==> src/rtl/avg_engine_if.sv <==
// Sample stream and result bus of the averaging engine.
// The engine connects through the slave modport and the sample source through the master modport.
interface avg_engine_if #(
  parameter int IN_BITS  = 16,
  parameter int OUT_BITS = 16,
  parameter int MAX_LOG2 = 16,
  parameter int L_BITS   = 5
);
  logic                               mode_i;
  logic        [L_BITS-1:0]           log2_len_i;
  logic                               clear_i;
  logic signed [IN_BITS-1:0]          in_data;
  logic                               in_valid;
  logic signed [OUT_BITS-1:0]         out_data;
  logic signed [IN_BITS+MAX_LOG2-1:0] sum_o;
  logic                               out_valid;
  logic        [31:0]                 block_cnt_o;

  modport master (
    output mode_i, log2_len_i, clear_i, in_data, in_valid,
    input  out_data, sum_o, out_valid, block_cnt_o
  );

  modport slave (
    input  mode_i, log2_len_i, clear_i, in_data, in_valid,
    output out_data, sum_o, out_valid, block_cnt_o
  );
endinterface

==> src/rtl/avg_engine.sv <==
// Signed sample reducer: decimating boxcar mean or first-order IIR low-pass,
// selected at runtime, with flush and a completed-output counter.
module avg_engine #(
  parameter int IN_BITS  = 16,
  parameter int OUT_BITS = 16,
  parameter int MAX_LOG2 = 16,
  parameter int L_BITS   = 5
) (
  input  logic        clk,
  input  logic        aresetn,
  avg_engine_if.slave bus
);
  localparam int ACC_BITS = IN_BITS + MAX_LOG2;
  localparam int CNT_BITS = MAX_LOG2 + 1;

  typedef enum logic {MODE_BOX = 1'b0, MODE_IIR = 1'b1} mode_t;
  typedef logic signed [ACC_BITS-1:0] acc_t;

  mode_t                      mode_q, mode_d;
  logic        [L_BITS-1:0]   l_q, l_d;
  acc_t                       acc_q, acc_d;
  logic        [CNT_BITS-1:0] cnt_q, cnt_d;
  logic signed [OUT_BITS-1:0] out_q, out_d;
  acc_t                       sum_q, sum_d;
  logic                       valid_q, valid_d;
  logic        [31:0]         blk_q, blk_d;

  logic        [L_BITS-1:0]   l_live, l_use;
  logic                       blk_start, box_done;
  acc_t                       x_ext, acc_base, box_sum, x_iir, iir_next;
  logic        [CNT_BITS-1:0] box_cnt;
  logic signed [ACC_BITS:0]   iir_diff;

  always_comb begin
    // NOTE: every signal written here gets a default first, so no path can infer a latch.
    mode_d  = mode_q;
    l_d     = l_q;
    acc_d   = acc_q;
    cnt_d   = cnt_q;
    out_d   = out_q;
    sum_d   = sum_q;
    valid_d = 1'b0;
    blk_d   = blk_q;

    l_live = (bus.log2_len_i > L_BITS'(MAX_LOG2)) ? L_BITS'(MAX_LOG2) : bus.log2_len_i;

    // Boxcar: an empty counter marks a block start, where the length is latched afresh.
    blk_start = (cnt_q == '0);
    l_use     = blk_start ? l_live : l_q;
    x_ext     = acc_t'(bus.in_data);
    acc_base  = acc_q;
    if (blk_start) acc_base = '0;
    box_sum  = acc_base + x_ext;
    box_cnt  = cnt_q + CNT_BITS'(1);
    box_done = (box_cnt == (CNT_BITS'(1) << l_use));

    // IIR: the difference gets one guard bit, as x - s can span twice the state range.
    x_iir    = x_ext <<< MAX_LOG2;
    iir_diff = {x_iir[ACC_BITS-1], x_iir} - {acc_q[ACC_BITS-1], acc_q};
    iir_next = acc_q + acc_t'(iir_diff >>> l_live);

    if (bus.clear_i || (mode_t'(bus.mode_i) != mode_q)) begin
      mode_d = mode_t'(bus.mode_i);
      acc_d  = '0;
      cnt_d  = '0;
    end else if (bus.in_valid) begin
      if (mode_q == MODE_BOX) begin
        if (box_done) begin
          acc_d   = '0;
          cnt_d   = '0;
          sum_d   = box_sum;
          out_d   = OUT_BITS'(box_sum >>> l_use);
          valid_d = 1'b1;
          blk_d   = blk_q + 32'd1;
        end else begin
          acc_d = box_sum;
          cnt_d = box_cnt;
          l_d   = l_use;
        end
      end else begin
        acc_d   = iir_next;
        out_d   = OUT_BITS'(iir_next >>> MAX_LOG2);
        valid_d = 1'b1;
        blk_d   = blk_q + 32'd1;
      end
    end
  end

  always_ff @(posedge clk) begin
    // NOTE: state registers use non-blocking assignments so every flop samples pre-edge values.
    if (!aresetn) begin
      mode_q  <= MODE_BOX;
      l_q     <= '0;
      acc_q   <= '0;
      cnt_q   <= '0;
      out_q   <= '0;
      sum_q   <= '0;
      valid_q <= 1'b0;
      blk_q   <= '0;
    end else begin
      mode_q  <= mode_d;
      l_q     <= l_d;
      acc_q   <= acc_d;
      cnt_q   <= cnt_d;
      out_q   <= out_d;
      sum_q   <= sum_d;
      valid_q <= valid_d;
      blk_q   <= blk_d;
    end
  end

  assign bus.out_data    = out_q;
  assign bus.sum_o       = sum_q;
  assign bus.out_valid   = valid_q;
  assign bus.block_cnt_o = blk_q;
endmodule

==> src/flat_wrapper.sv <==
// flat-port wrapper written by rule: the top's interface ports become plain ports
module avg_engine_flat 
#(
  parameter int IN_BITS  = 16,
  parameter int OUT_BITS = 16,
  parameter int MAX_LOG2 = 16,
  parameter int L_BITS   = 5
)
  (clk, aresetn, bus_mode_i, bus_log2_len_i, bus_clear_i, bus_in_data, bus_in_valid, bus_out_data, bus_sum_o, bus_out_valid, bus_block_cnt_o);
  avg_engine_if #(.IN_BITS(IN_BITS), .OUT_BITS(OUT_BITS), .MAX_LOG2(MAX_LOG2), .L_BITS(L_BITS)) bus_i ();
  input  logic clk;
  input  logic aresetn;
  input wire logic [$bits(bus_i.mode_i)-1:0] bus_mode_i;
  input wire logic [$bits(bus_i.log2_len_i)-1:0] bus_log2_len_i;
  input wire logic [$bits(bus_i.clear_i)-1:0] bus_clear_i;
  input wire logic [$bits(bus_i.in_data)-1:0] bus_in_data;
  input wire logic [$bits(bus_i.in_valid)-1:0] bus_in_valid;
  output wire logic [$bits(bus_i.out_data)-1:0] bus_out_data;
  output wire logic [$bits(bus_i.sum_o)-1:0] bus_sum_o;
  output wire logic [$bits(bus_i.out_valid)-1:0] bus_out_valid;
  output wire logic [$bits(bus_i.block_cnt_o)-1:0] bus_block_cnt_o;
  assign bus_i.mode_i = bus_mode_i;
  assign bus_i.log2_len_i = bus_log2_len_i;
  assign bus_i.clear_i = bus_clear_i;
  assign bus_i.in_data = bus_in_data;
  assign bus_i.in_valid = bus_in_valid;
  assign bus_out_data = bus_i.out_data;
  assign bus_sum_o = bus_i.sum_o;
  assign bus_out_valid = bus_i.out_valid;
  assign bus_block_cnt_o = bus_i.block_cnt_o;
  avg_engine #(.IN_BITS(IN_BITS), .OUT_BITS(OUT_BITS), .MAX_LOG2(MAX_LOG2), .L_BITS(L_BITS)) u_core (.clk(clk), .aresetn(aresetn), .bus(bus_i));
endmodule
==> config.mk <==
export PLATFORM = sky130hd
export DESIGN_NAME = avg_engine_flat
export DESIGN_NICKNAME = d
export VERILOG_FILES = /design/src/rtl/avg_engine_if.sv /design/src/rtl/avg_engine.sv /design/src/flat_wrapper.sv
export SDC_FILE = /design/constraint.sdc
export NUM_CORES = 1
export LEC_CHECK = 0
export CORE_MARGIN = 5
export CORE_UTILIZATION = 35
export CTS_CLUSTER_SIZE = 8
export DETAILED_ROUTE_END_ITERATION = 6
export DONT_BUFFER_PORTS = 1
export PLACE_DENSITY = 0.56
export RECOVER_POWER = 25
export SYNTH_ARGS = -nofsm -noshare
export SYNTH_HDL_FRONTEND = slang
export SYNTH_SLANG_ARGS = --single-unit
==> constraint.sdc <==
create_clock -name clk -period 8.85 [get_ports clk]
set_input_delay 1.77 -clock clk [delete_from_list [all_inputs] [get_ports clk]]
set_output_delay 1.77 -clock clk [all_outputs]
set_load 0.02 [all_outputs]
==> results_dict.tcl <==
set metrics [dict create \
    period_needed_ns 7.50 \
    yosysWarnings 0 \
    status "finished clean" \
    worstMarginPinSlew_ns 1.27 \
    final_common_cell "nor2_1" \
    hold_buffers 0 \
    peakVddDrop_uv 152 \
    cp-end-kind "register" \
    clock_sinks 136 \
    finClkSkew_ns 0.0286 \
    fin_nets 2266 \
    synth_seq_cells 136 \
    hold_class "reg -> reg" \
    placed_cells 2737 \
    max_slew_margin_pct 12.9 \
    clock_latency_ns 0.52 \
    use_met1_pct 34.6 \
    cts.clk_slew.worst_paths_ns 0.09 \
    gr-total-overflow 0 \
    maxCapViolCount 0 \
    synth_top_flop_cell "dfxtp_1" \
    postCtsResizedCells 0 \
    h-tree-depth 4 \
    final_cell_mix "nor2_1, nand2_1, a21oi_1, dfxtp_1, o21ai_0" \
    layout-drive-gt1-share_pct 7.01 \
    crit_start "bus_in_data[3]" \
    cts.path.max_buffers 2 \
    post_cts_buffers 0 \
    worstSetupStartpointType "input port" \
    synth_seq_area_share_pct 17.0 \
    top_usage_layer "met2" \
    fin_tns_setup_ns 0 \
    core.rowCount 78 \
    die_h_um 224 \
    synth_area_sq_um 16100 \
    crit_top_cell "a31oi_1" \
    routabilityCongestion 0.959 \
    core-area_sq_um 45400 \
    routed_wl_um 69400 \
    drt_iter0_markers 2130 \
    cp.required_ns 9.27 \
    ant_nets 0 \
    yosysUniqueCellTypes 93 \
    drt_pre_antenna_iters 7 \
    final_max_slew_viol_count 0 \
    cts_buffers 17 \
    arrival_ns 7.92 \
    crit_path_top_delay_cell "o311ai_0" \
    tritoncts "built" \
    hold_viol_final 0 \
    start_util_pct 35.4 \
    grt_max_degree 70 \
    via_per_inst 6.48 \
    layout-area-overhead-vs-synth_pct 6.85 \
    grt_use_met2_pct 39.8 \
    syn_avg_cell_area_sq_um 7.11 \
    setup_viol 0 \
    dp_hpwl_um 53000 \
    critical_path_buf_inv_count 0 \
    antenna_cells 0 \
    grt_pass1_vias 16000 \
    syn_nets 2369 \
    path_max_fanout 10 \
    crit_path_max_incr_delay_ns 0.99 \
    period_share_pct 84.8 \
    worstSetupPathType "in -> reg" \
    critPathTopFamily "compound AO/OA/AOI/OAI gates" \
    cts_root_buffer "clkbuf_16" \
    die-area_sq_um 50200 \
    wl_per_cell_um 25.1 \
    grt_pass1_wl_um 101000 \
    leakage_nw 6.69 \
    io_pins 107 \
    die_w_um 224 \
    antenna_found_initial 0 \
    grt_usage_pct 26.2 \
    route.detailed.drc 0 \
    via_count 17900 \
    timing.fmax_mhz 133 \
    io_buffers 0 \
    ys_async_sr_fraction_pct 0 \
    path_cells "ha_1, a21o_1, a21o_1, o21a_1, o31a_1, or2_2, o311ai_0, mux2i_1, o21ai_0, mux2i_1, a31oi_1, ha_1, nor3_1, a211o_1, nand3b_1, a31oi_1, a221oi_1, o21ai_0, a31oi_1, xnor2_1, a221oi_1, a211oi_1" \
    synth_edf_count 0 \
    grtUsageMet3_pct 6.97 \
    rsz0062_at_grt "false" \
    r2r_start "u_core.acc_q[2]$_SDFFE_PP0P_" \
    syn_inst 2259 \
    power_density_nw_per_um2 131 \
    worstHoldStart "u_core.cnt_q[1]$_SDFFE_PP0P_" \
    finalNonFillerCells 2769 \
]
==> per-layer routing <==
metal,vias to the layer above,share of wire (%)
met1,8552,42
li1,8345,-
met5,-,0
met2,888,43
met3,158,9.2
met4,0,5.0
==> power breakdown <==
part           total, mW  switching [mW]  internal, mW
Combinational      0.792           0.520         0.272
Sequential         0.646          0.0253         0.621
Clock              0.804           0.374         0.430
==> cell families after synthesis <==
family          Yosys count  share of synthesized area (%)
fa+ha+maj                84                           6.64
buf+inv                 222                           5.33
compound gates          767                           32.1
flops                   136                           17.0
simple gates            840                           26.2
mux                     119                           7.88
xor+xnor                 91                           4.96
==> sequential cells by signal (all words and copies together), names as in the netlist <==
register	flops
u_core.cnt_q	17
u_core.bus.sum_o	32
u_core.acc_q	32
u_core.mode_q	1
u_core.bus.out_data	16
u_core.l_q	5
u_core.bus.block_cnt_o	32
u_core.bus.out_valid	1
==> per-stage QoR <==
step / setup WS (ns) / area, sq um / util [%] / hold slack [ns] / total power, mW
floorplan: 1.93 / 16100 / - / 0.474 / 1.19
global placement: 1.08 / 16500 / 36.4 / 0.499 / 1.42
detailed placement: 1.00 / 16500 / 36.4 / 0.510 / 1.43
CTS: 1.53 / 17200 / 37.8 / 0.518 / 2.23
global route: 0.914 / 17200 / 37.8 / 0.564 / 2.33
finish: 1.35 / 17200 / 37.8 / 0.521 / 2.24
==> final timing paths <==
check / end / slack, ns / depth (start not counted)
worst min-delay path: u_core.cnt_q[1]$_SDFFE_PP0P_ / 0.52 / 2
worst min register to register: u_core.cnt_q[1]$_SDFFE_PP0P_ / 0.52 / 2
worst max-delay path: u_core.acc_q[29]$_SDFFE_PP0P_ / 1.35 / 22
worst max register to register: u_core.acc_q[31]$_SDFFE_PP0P_ / 1.80 / 21
==> cells in the mapped netlist (57+ instances only) <==
library cell / number / area share, %
a211oi_1: 71 / 3.3
a21oi_1: 175 / 5.5
clkbuf_1: 141 / 3.3
dfxtp_1: 136 / 17
ha_1: 82 / 6.4
mux2i_1: 91 / 5.7
nand2_1: 213 / 5.0
nand3_1: 62 / 1.9
nor2_1: 241 / 5.6
nor3_1: 57 / 1.8
o21ai_0: 135 / 4.2
==> layout make-up <==
type	count	area, sq um
Fill cell	4785	28200
Multi-Input combinational cell	1901	12500
Sequential cell	136	2720
Tap cell	600	751
Clock buffer	17	425
Timing Repair Buffer	45	338
Inverter	55	206
Clock inverter	15	200
==> worst min-delay path, stage by stage (launching register included) <==
cell,delay (ns)
dfxtp_1,0.35
nand2_1,0.07
a21oi_1,0.05
(Power assumes the default switching activity.)
